### config.mk
export PLATFORM = sky130hd
export DESIGN_NAME = word_distributor
export DESIGN_NICKNAME = d
export VERILOG_FILES = /design/src/rtl/word_distributor.sv
export SDC_FILE = /design/constraint.sdc
export NUM_CORES = 1
export LEC_CHECK = 0
export ABC_AREA = 1
export BUFFER_PORTS_ARGS = -buffer_cell sky130_fd_sc_hd__buf_4
export CAP_MARGIN = 40
export CORE_AREA = 2 2 292 294
export DETAILED_ROUTE_END_ITERATION = 12
export DIE_AREA = 0 0 294 296
export MAX_ROUTING_LAYER = met4
export PLACE_DENSITY = 0.51
export SETUP_SLACK_MARGIN = 0.05
export SLEW_MARGIN = 20
export SYNTH_ARGS = -nofsm -noshare
export SYNTH_HDL_FRONTEND = slang
export SYNTH_SLANG_ARGS = --single-unit
### constraint.sdc
create_clock -name clk -period 2.2 [get_ports clk]
set_input_delay 0.33 -clock clk [delete_from_list [all_inputs] [get_ports clk]]
set_output_delay 0.33 -clock clk [all_outputs]
set_load 0.005 [all_outputs]
### src/rtl/word_distributor.sv
// Write-side distributor: lands one word per cycle in a per-channel holding register,
// which its consumer drains with a per-channel ack.
module word_chan #(
  parameter int WIDTH = 20
) (
  input  logic             clk,
  input  logic             rst,
  input  logic             wr,
  input  logic             ack,
  input  logic [WIDTH-1:0] din,
  output logic [WIDTH-1:0] data,
  output logic             valid
);
  // A write in the same cycle as an ack wins, so a full slot passes straight through.
  always_ff @(posedge clk) begin
    if (rst) begin
      data  <= '0;
      valid <= 1'b0;
    end else if (wr) begin
      data  <= din;
      valid <= 1'b1;
    end else if (ack) begin
      valid <= 1'b0;
    end
  end
endmodule

module word_distributor #(
  parameter int WIDTH    = 20,
  parameter int CHANNELS = 32,
  parameter int SEL_W    = 5,
  parameter int CNT_W    = 16
) (
  input  logic                               clk,
  input  logic                               rst,
  input  logic                               in_valid,
  output logic                               in_ready,
  input  logic [WIDTH-1:0]                   in_data,
  input  logic [SEL_W-1:0]                   in_sel,
  output logic [CHANNELS-1:0][WIDTH-1:0]     out_data,
  output logic [CHANNELS-1:0]                out_valid,
  input  logic [CHANNELS-1:0]                out_ack,
  output logic                               any_valid,
  output logic [SEL_W-1:0]                   first_idx,
  output logic [CNT_W-1:0]                   accept_count
);
  logic                accept;
  logic [CHANNELS-1:0] wr;

  assign in_ready = ~rst & (~out_valid[in_sel] | out_ack[in_sel]);
  assign accept   = in_valid & in_ready;

  for (genvar g = 0; g < CHANNELS; g++) begin : g_chan
    assign wr[g] = accept & (in_sel == SEL_W'(g));
    word_chan #(.WIDTH(WIDTH)) u_chan (
      .clk   (clk),
      .rst   (rst),
      .wr    (wr[g]),
      .ack   (out_ack[g]),
      .din   (in_data),
      .data  (out_data[g]),
      .valid (out_valid[g])
    );
  end

  always_ff @(posedge clk) begin
    if (rst)         accept_count <= '0;
    else if (accept) accept_count <= accept_count + 1'b1;
  end

  // Scan high to low so the lowest valid index is the last one assigned.
  always_comb begin
    any_valid = |out_valid;
    first_idx = '0;
    for (int i = CHANNELS - 1; i >= 0; i--)
      if (out_valid[i]) first_idx = SEL_W'(i);
  end
endmodule
==> results summary <==
TritonCTS built the clock tree. The final antenna-violating net count came out at 0. The area of the mapped netlist came out at 25,300 µm².

The worst setup path is launched from a flop. The number of nets handed over by synthesis was 3,427. The number of failing hold endpoints at the final stage came out at 0.

Summing over every cut layer, the via total after detailed routing is 25,100. The wire length of the first global-routing pass came out at 164,000 µm. The area of all placed cells without fillers came out at 36,800 µm².

In this run the worst setup path begins at g_chan[31].u_chan.valid. The total routed wirelength is 117,000 µm. In the finished design, the share of the clock period the worst path needs comes to 1.40. The critical path is of the flop to output pin type.

The die covers 87,000 µm². For this run, the register share of the synthesized area comes to 0.544. The top-level I/O count is 755. For the worst-skew pair, the clock arrives at the later sink with an insertion delay of 0.63 ns. The overflow left after global routing came out at 0. The global placement routability congestion came out at 0.895. The maximum count of clock buffers along a single path came out at 3. The final reports fail on negative setup slack.

The cell area reported after detailed placement came out at 33,500 µm². Counting every instance in the synthesized netlist gives 3,366. After synthesis, the netlist uses 34 different library cells.

The total negative slack for setup checks came out at -151.79 ns. The clock net sink count is 688. The total area of multi-input combinational cells came out at 9760 µm². The largest voltage drop on the vdd net is 0.000495 V. Entering global routing, the biggest net connects 203 pins.

The total setup violations reported at the end of the flow is 687. For this design the ratio of total power to cell area is 740 nW/µm². The run finished, with violations left.

The minimum period implied by the final worst setup slack came out at 3.09 ns. Setup repair after global routing could not meet its margin everywhere. The startpoint identified for the worst hold timing path is out_ack[22]. The total leakage power is 17.0 nW.

The share of cells above drive strength 1 is 0.292. In this run the clock root is driven by a sky130_fd_sc_hd__clkbuf_16. The signed area change from the synthesized netlist to the final layout came out at 45.3%. The overall global routing resource usage came out at 0.262. The first detailed-routing pass ran for 5 iterations. The register bit total from synthesis is 688. The average wire length per cell after detail routing came out at 22.1 µm. The number of antenna violations at the first check in global routing is 8. The initial core utilization is 0.301. STA classifies the critical path endpoint as an output pin.

The max-slew violation count came out at 0. The post-route clock skew came out at 0.0282 ns. The data arrival time of the critical path came out at 2.76 ns.

The path type of the worst min-delay path is input pin to flop. The number of global-route vias before repair is 23,300. The core area is 84,200 µm².

The worst relative slew slack came out at 0.364. Across the whole layout, storage elements account for 13,800 µm². The net count of the finished layout is 4,204. The DRC violation total after the first TritonRoute iteration came out at 1,795. The total of fill cells in the finished design came out at 8,560. The startpoint identified for the worst register-to-register timing path is g_chan[31].u_chan.valid. The worst path required time came out at 1.87 ns. The synthesis warning total came out at 0. The die span in y came out at 296 µm. At the placement stage, the worst setup path has a slack of -0.790 ns. Among the stages of the critical path, the cell type that occurs most often is sky130_fd_sc_hd__nand2_1. After detailed routing, the number of vias per cell comes to 4.75.

The cell at the slowest stage of the critical path is sky130_fd_sc_hd__dfxtp_4. The detailed-placement wirelength estimate is 77,300 µm. The average footprint of a synthesized cell came out at 7.52 µm². After layout, the worst setup slack is -0.888 ns. The slew at the pin closest to its max-slew limit came out at 0.954 ns. After clock tree synthesis, the clock-pin slew on the worst setup and hold paths is 0.06 ns. The number of buffers inserted by port buffering came out at 754.

The clock buffer count from CTS came out at 78. The number of H-tree branching levels came out at 3. The die is 294 µm wide. After detailed routing, the number of remaining DRC violations is 0.

The max-cap check violation count came out at 0. The stage delay of the slowest cell on the critical path is 0.37 ns. The number of rows created at floorplan came out at 107. Timing would allow up to 324 MHz. The maximum net fanout on the critical path is 4.
## per-layer routing
metal,up-vias,part of all wire,track usage,wire length [µm]
met4,0,0.028,0.0818,3300
met5,-,0,-,0
li1,12200,-,-,-
met2,875,0.47,0.416,54700
met3,166,0.062,0.0483,7300
met1,11900,0.44,0.337,51800
## worst paths after layout
kind	end	depth (start not counted)	slack, ns
worst max-delay path	first_idx[0]	31	-0.89
worst max register to register	g_chan[5].u_chan.data[7]	19	-0.32
worst min register to register	g_chan[17].u_chan.data[10]	2	0.45
worst min-delay path	g_chan[22].u_chan.valid	4	0.03
## where the power goes
group / total (W) / internal, W / switching [W]
Sequential: 0.0126 / 0.0125 / 0.0000494
Clock: 0.0131 / 0.00764 / 0.00546
Combinational: 0.00153 / 0.000491 / 0.00104
Total: 0.0272 / 0.0207 / 0.00655
## layout make-up
type                    instances  area share
flip-flops and latches        688       0.375
multi-input cells            2156       0.265
repair buffers               1001       0.230
clock buffers                 115      0.0618
well taps                    1090      0.0371
inverters                     218      0.0239
clock inverters                24     0.00718
diodes                          4    0.000272
## placed cells by master, fill, tap and decap left out, drive strengths merged
cell and n:
a311oi 1, nor3b 2, o21ai 665, inv 221
clkinvlp 4, diode 4, a31oi 1, clkinv 13
dlygate4sd3 6, dfxtp 688, nor4 5, bufinv 4
xor2 1, o21a 1, nand2 98, o221ai 1
buf 990, a211oi 1, nand3b 1, ha 1
nor2 1192, o311ai 1, clkbuf 120, nor3 14
nand3 10, o22ai 29, nand4 4, a21oi 128
## critical path, delay by kind of cell (launching register included)
kind                   cells  cell delay [ns]
DFF                        1             0.37
AOI/OAI and AO/OA          1             0.11
and+or+nand+nor           29             1.49
buffers and inverters      1             0.15
## cell usage after synthesis
cell,instances,area share
sky130_fd_sc_hd__a31oi_1,1,0.00025
sky130_fd_sc_hd__nor3_2,1,0.00040
sky130_fd_sc_hd__a211oi_1,1,0.00030
sky130_fd_sc_hd__buf_2,89,0.018
sky130_fd_sc_hd__o22ai_1,29,0.0072
sky130_fd_sc_hd__nor2_2,20,0.0049
sky130_fd_sc_hd__o21ai_0,594,0.12
sky130_fd_sc_hd__nand2_4,1,0.00044
sky130_fd_sc_hd__o21a_1,1,0.00030
sky130_fd_sc_hd__nor3b_1,2,0.00059
sky130_fd_sc_hd__nor2_1,1171,0.17
sky130_fd_sc_hd__nor2_4,1,0.00044
sky130_fd_sc_hd__inv_1,212,0.031
sky130_fd_sc_hd__nand3b_1,1,0.00030
sky130_fd_sc_hd__nor3_1,13,0.0026
sky130_fd_sc_hd__ha_1,1,0.00049
sky130_fd_sc_hd__nand2_2,1,0.00025
sky130_fd_sc_hd__nand4_1,4,0.00099
sky130_fd_sc_hd__nand3_1,10,0.0020
sky130_fd_sc_hd__o21ai_1,71,0.014
sky130_fd_sc_hd__nand2_1,96,0.014
sky130_fd_sc_hd__o221ai_1,1,0.00035
sky130_fd_sc_hd__a21oi_1,127,0.025
sky130_fd_sc_hd__a311oi_1,1,0.00035
sky130_fd_sc_hd__xor2_1,1,0.00035
sky130_fd_sc_hd__buf_4,33,0.0098
sky130_fd_sc_hd__a21oi_2,1,0.00035
sky130_fd_sc_hd__inv_2,6,0.00089
sky130_fd_sc_hd__nor4_1,5,0.0012
sky130_fd_sc_hd__buf_1,42,0.0062
sky130_fd_sc_hd__buf_6,2,0.00089
sky130_fd_sc_hd__clkbuf_1,138,0.020
sky130_fd_sc_hd__dfxtp_1,688,0.54
sky130_fd_sc_hd__o311ai_0,1,0.00035
## kinds of logic after synthesis
family | count (synthesis) | share of synthesized area
AND/OR/NAND/NOR | 1326 | 0.202
AO/OA/AOI/OAI | 828 | 0.166
flip-flops | 688 | 0.544
buffers and inverters | 522 | 0.0873
XOR/XNOR | 1 | 0.000346
adder cells (fa/ha/maj) | 1 | 0.000494
## what timing repair did
item                                    in CTS  in global routing
hold buffers                                 6                  0
endpoints found under the hold margin        6                  0
pin swaps                                   19                 18
resized for setup                           88                 98
endpoints found under the setup margin     685                692
setup buffers                                8                  3
gates cloned                                 0                  5
## flip-flops by register name, indices dropped and copies added, names as in the netlist
signal,cells
accept_count,16
g_chan.u_chan.data,640
g_chan.u_chan.valid,32
## stage by stage
stage | cells | hold slack [ns] | util | total power [W]
after floorplan | 3366 | 0.440 | - | 0.0135
after global placement | 5131 | 0.432 | 0.398 | 0.0143
after detailed placement | 5131 | 0.437 | 0.398 | 0.0143
after CTS | 5284 | 0.00395 | 0.433 | 0.0274
after global routing | 5296 | 0.0432 | 0.437 | 0.0280
final | 5296 | 0.0320 | 0.437 | 0.0272
Note: power is estimated with default switching activity, not from simulation.
